`config.mk`:
```
export PLATFORM = sky130hd
export DESIGN_NAME = rv32i_bus_decoder
export DESIGN_NICKNAME = d
export VERILOG_FILES = /design/src/rtl/rv32i_bus_decoder.sv
export SDC_FILE = /design/constraint.sdc
export NUM_CORES = 1
export LEC_CHECK = 0
export ABC_CLOCK_PERIOD_IN_PS = 3300
export BUFFER_PORTS_ARGS = -buffer_cell sky130_fd_sc_hd__buf_2
export CORE_AREA = 2 2 108 110
export DETAILED_ROUTE_END_ITERATION = 12
export DIE_AREA = 0 0 110 112
export GPL_ROUTABILITY_DRIVEN = 1
export GPL_TIMING_DRIVEN = 0
export HOLD_SLACK_MARGIN = 0.05
export SLEW_MARGIN = 5
export SYNTH_ARGS = -nofsm -noshare
export SYNTH_HDL_FRONTEND = slang
export SYNTH_SLANG_ARGS = --single-unit
```
`constraint.sdc`:
```
create_clock -name clk_i -period 3.3 [get_ports clk_i]
set_input_delay 0.99 -clock clk_i [delete_from_list [all_inputs] [get_ports clk_i]]
set_output_delay 0.99 -clock clk_i [all_outputs]
set_load 0.01 [all_outputs]
```
`src/rtl/rv32i_bus_decoder.sv`:
```
// Core data-port decoder: base/size region decode, posted writes, 2+ cycle reads with timeout, registered error/valid pulses.
// Master holds its request while m_busy_o is high; optional faulting-address capture under BUS_ERR_CAPTURE_EN.
module rv32i_bus_decoder #(
  parameter int NSLAVES = 2,
  parameter logic [NSLAVES-1:0][31:0] SLAVE_BASE = {32'h0001_0000, 32'h0000_0000},
  parameter logic [NSLAVES-1:0][31:0] SLAVE_SIZE = {32'd4096, 32'd4096},
  parameter int TIMEOUT = 15
) (
  input  logic                   clk_i,
  input  logic                   resetn_i,
  input  logic [31:0]            m_add_i,
  input  logic                   m_re_i,
  input  logic                   m_we_i,
  input  logic [3:0]             m_ble_i,
  input  logic [31:0]            m_di_i,
  output logic [31:0]            m_do_o,
  output logic                   m_valid_o,
  output logic                   m_err_o,
  output logic                   m_busy_o,
  output logic [31:0]            err_add_o,
  output logic [31:0]            s_add_o,
  output logic [31:0]            s_di_o,
  output logic [3:0]             s_ble_o,
  output logic [NSLAVES-1:0]     s_re_o,
  output logic [NSLAVES-1:0]     s_we_o,
  input  logic [NSLAVES*32-1:0]  s_do_i,
  input  logic [NSLAVES-1:0]     s_valid_i
);

  localparam int IW = (NSLAVES > 1) ? $clog2(NSLAVES) : 1;

  typedef enum logic {IDLE, WAIT_RD} state_t;

  state_t          state_q, state_d;
  logic [7:0]      cnt_q, cnt_d;
  logic [IW-1:0]   idx_q, idx_d;
  logic [IW-1:0]   hit_idx;
  logic            hit_any;
  logic [31:0]     do_d;
  logic            valid_d, err_d;
  logic [31:0]     s_rd [NSLAVES];

  assign s_add_o = m_add_i;
  assign s_di_o  = m_di_i;
  assign s_ble_o = m_ble_i;

  // 33-bit compare so a region ending exactly at 2^32 does not wrap; lowest index wins on overlap.
  always_comb begin
    hit_any = 1'b0;
    hit_idx = '0;
    for (int k = NSLAVES - 1; k >= 0; k--) begin
      if (({1'b0, m_add_i} >= {1'b0, SLAVE_BASE[k]}) &&
          ({1'b0, m_add_i} <  ({1'b0, SLAVE_BASE[k]} + {1'b0, SLAVE_SIZE[k]}))) begin
        hit_any = 1'b1;
        hit_idx = IW'(k);
      end
    end
  end

  always_comb begin
    for (int k = 0; k < NSLAVES; k++) begin
      s_rd[k] = s_do_i[k*32 +: 32];
    end
  end

  always_ff @(posedge clk_i or negedge resetn_i) begin
    if (!resetn_i) begin
      state_q   <= IDLE;
      cnt_q     <= '0;
      idx_q     <= '0;
      m_do_o    <= '0;
      m_valid_o <= 1'b0;
      m_err_o   <= 1'b0;
    end else begin
      state_q   <= state_d;
      cnt_q     <= cnt_d;
      idx_q     <= idx_d;
      m_do_o    <= do_d;
      m_valid_o <= valid_d;
      m_err_o   <= err_d;
    end
  end

  always_comb begin
    state_d  = state_q;
    cnt_d    = cnt_q;
    idx_d    = idx_q;
    do_d     = m_do_o;
    valid_d  = 1'b0;
    err_d    = 1'b0;
    s_re_o   = '0;
    s_we_o   = '0;
    m_busy_o = 1'b0;
    case (state_q)
      IDLE: begin
        // Strobes are gated by reset so nothing leaks to slaves while held in reset.
        if (resetn_i) begin
          if (m_re_i && m_we_i) begin
            err_d = 1'b1;
          end else if (m_re_i) begin
            if (hit_any) begin
              s_re_o[hit_idx] = 1'b1;
              idx_d    = hit_idx;
              cnt_d    = '0;
              state_d  = WAIT_RD;
              m_busy_o = 1'b1;
            end else begin
              err_d   = 1'b1;
              valid_d = 1'b1;
              do_d    = '0;
            end
          end else if (m_we_i) begin
            if (hit_any) s_we_o[hit_idx] = 1'b1;
            else         err_d = 1'b1;
          end
        end
      end
      WAIT_RD: begin
        m_busy_o = 1'b1;
        if (s_valid_i[idx_q]) begin
          do_d    = s_rd[idx_q];
          valid_d = 1'b1;
          state_d = IDLE;
        end else if (cnt_q == 8'(TIMEOUT - 1)) begin
          do_d    = '0;
          err_d   = 1'b1;
          state_d = IDLE;
        end else begin
          cnt_d = cnt_q + 8'd1;
        end
      end
      default: state_d = IDLE;
    endcase
  end

`ifdef BUS_ERR_CAPTURE_EN
  logic [31:0] req_add_q, err_add_q;

  // Timeouts report the address of the read that was issued, not whatever the master drives now.
  always_ff @(posedge clk_i or negedge resetn_i) begin
    if (!resetn_i) begin
      req_add_q <= '0;
      err_add_q <= '0;
    end else begin
      if (state_q == IDLE && |s_re_o) req_add_q <= m_add_i;
      if (err_d) err_add_q <= (state_q == WAIT_RD) ? req_add_q : m_add_i;
    end
  end

  assign err_add_o = err_add_q;
`else
  assign err_add_o = '0;
`endif

endmodule
```
==> summary.txt <==
Clock tree
  – Cts bufs inserted: 5
  – Clock transition at path regs: 0.06 ns
  – CTS max path bufs: 2
  – CTS tree: built
  – Worst skew pair latency: 0.29 ns
  – Clk sink count: 44
  – Htree depth: 2
  – CTS Root Cell: clkbuf_16

Power and ir drop
  – Logic pwr share: 20.0%
  – Net Sw Frac: 23.6%
  – VDD IR max: 280 uV
  – P_sw: 0.335 mW
  – Total power draw: 1.42 mW
  – Leakage power: 2.54 nW
  – Pint: 1.09 mW
  – Cell area power density: 306 nW/um^2
  – Flop pwr share: 38.0%
  – Clk pwr share: 42.0%

Floorplan
  – Placeable core area: 11,200 sq um
  – Die W: 110 microns
  – Die ar.: 12,300 sq um
  – Initial core utilization: 27.6%
  – Die Y: 112 microns
  – Row count: 39
  – Io pins: 277

Global routing
  – Largest net degree at the start of global routing: 47
  – Initial antenna violation count: 0
  – GRT overflow: 0
  – Global-route wire length before repair: 13,200 microns
  – Global Route Usage Sum: 13.6%
  – Vias in the first global route: 2,678

Setup path
  – Type of the worst setup path: in -> out
  – Crit Path Max Fanout: 10
  – Worst setup SP type: primary input
  – WP data required: 2.31 ns
  – Critical Path End Type: output pin
  – Arrival time at the worst endpoint: 2.24 ns

STA
  – Setup TNS: 0 ns
  – Setup Skew: 0.0106 ns
  – F_max: 0.309 GHz
  – Min Tclk post-route: 3.23 ns
  – Final cycle utilization of the critical path: 97.9%
  – Slew @ Worst Pin: 0.637 ns
  – Fin. max-slew vios: 0
  – Final setup margin: 0.0677 ns
  – Final hold viol count: 0
  – WHS: 0.517 ns
  – Setup Viol. Count Final: 0
  – Worst rel slew slack: 57.6%

Logic synthesis
  – Yosys reg bits: 44
  – Number of synthesized flops with an enable pin: 0
  – Gate count of the mapped netlist: 293
  – Asr flop ratio synth: 100%
  – Post-synthesis sequential area ratio: 35.7%
  – Area share of the largest cell type after synthesis: 35.7%
  – Synthesized area: 3080 sq um
  – Synth top area cells: dfrtp_1 36%, buf_4 25%, mux2_2 12%, a32o_1 10%, o21ai_0 1.1%
  – Synth Warn #: 0
  – Yosys cell types: 39
  – Cell taking the most area after synthesis: dfrtp_1
  – Synth Flop Type: dfrtp_1
  – Count leader, synth: buf_4
  – Syn_area_per_cell: 10.5 sq um
  – Post-synth top cells: 103 x buf_4, 44 x dfrtp_1, 33 x mux2_2

Place
  – DP Cell Count: 663
  – Worst slack, placed: -0.816 ns
  – Detailed placer's ending HPWL: 7190 microns
  – Area of placed instances: 4360 sq um
  – Port Buffers: 196
  – Gpl congestion: 0.827

Flow run
  – Max cap viols: 0

Cells and area
  – Layout Cells excl Fill: 675
  – Share of cells above drive strength 1: 68.0%
  – Antenna cells: 0
  – Nets@finish: 671
  – FILL cells: 1,137
  – Area Growth Syn to Fin: 50.6%
  – Fin util: 41.6%
  – Finished Cell Area: 4650 sq um

Detailed routing
  – Via-to-Cell Ratio: 4.37
  – DRC: 0
  – Pre-Repair DR Iteration Count: 4
  – DR iter-0 viols: 127
  – ANT nets after route: 0
  – Drt total wl: 9150 microns
  – Drt wl/cell: 13.6 microns
  – Vias after detailed routing: 2,952

Min path
  – Min-Delay Path Class: in -> async

Outcome
  – Status: finished clean
[worst paths after layout]
kind | depth (start not counted) | from | endpoint | slack [ns]
setup reg to reg | 7 | cnt_q[0] | m_do_o[22] | 1.31
hold / removal | 1 | resetn_i | cnt_q[1] | 0.52
hold reg to reg | 1 | m_do_o[7] | m_do_o[7] | 0.52
max in group asynchronous | 1 | resetn_i | cnt_q[7] | 2.63
min in group clk_i | 1 | m_do_o[7] | m_do_o[7] | 0.52
setup / recovery | 7 | m_add_i[17] | s_re_o[1] | 0.07
[cell families after synthesis]
logic type      Yosys count  synth area share [%]
buf+inv                 119                  27.7
compound gates           54                  14.8
flops                    44                  35.7
simple gates             39                  8.03
mux                      34                  12.8
fa+ha+maj                 2                 0.811
other cells               1                 0.122
[power groups by stage]
stage | registers [mW] | logic (mW) | clock network, mW
5_1_grt | 0.540 | 0.311 | 0.648
3_5_place_dp | 0.551 | 0.276 | 0
2_1_floorplan | 0.552 | 0.159 | 0
3_3_place_gp | 0.551 | 0.274 | 0
6_report | 0.541 | 0.284 | 0.597
4_1_cts | 0.541 | 0.279 | 0.617
[repair_timing]
item | in CTS | in global routing
pin swaps | 1 | 3
hold buffers | 0 | 0
gates resized for setup | 7 | 6
endpoints found under the setup margin | 4 | 4
buffers inserted | 1 | 2
gates cloned | 0 | 1
[flip-flops by register name, summed over array words and instances (netlist names)]
signal and flops:
state_q 1, idx_q 1, m_valid_o 1, m_do_o 32, cnt_q 8, m_err_o 1
[layout by cell type, fill, tap and decap left out, types with 2 or more instances in the layout]
master,count
or3_1,4
o21ai_0,7
clkbuf_16,6
ha_1,2
clkbuf_1,7
a21oi_1,5
dfrtp_1,44
nand3_1,4
buf_4,106
or4_1,2
nor4_1,2
o31ai_1,3
o21bai_1,2
nor4_2,4
and2_1,2
mux2_2,33
nand2_1,5
a32o_1,32
conb_1,32
nor2b_1,3
buf_6,3
inv_1,2
buf_2,199
[layer usage]
| layer | part of all wire [%] | wire length [microns] | GRT usage, % |
|---|---|---|---|
| met5 | 0 | 0 | 0 |
| met4 | 1.1 | 103 | 3.04 |
| met3 | 7.7 | 708 | 2.11 |
| met2 | 54 | 4950 | 25.8 |
| met1 | 37 | 3390 | 15.7 |
[critical path, cell delays in order]
cell and delay, ns:
buf_2 0.11, nor4_2 0.27, nand2_1 0.18, nor3_2 0.26, buf_6 0.18, and2_1 0.12, buf_2 0.13
[final cells by class]
cell class / count / area (sq um) / share of cell area, %
Inverter: 2 / 7.51 / 0.162
Sequential cell: 44 / 1100 / 23.7
Multi-Input combinational cell: 161 / 1280 / 27.5
Clock inverter: 2 / 38.8 / 0.835
Buffer: 117 / 853 / 18.4
Timing Repair Buffer: 200 / 1050 / 22.6
Clock buffer: 6 / 139 / 2.99
Tap cell: 143 / 179 / 3.85
No activity file was read; power rests on OpenSTA's default activity.
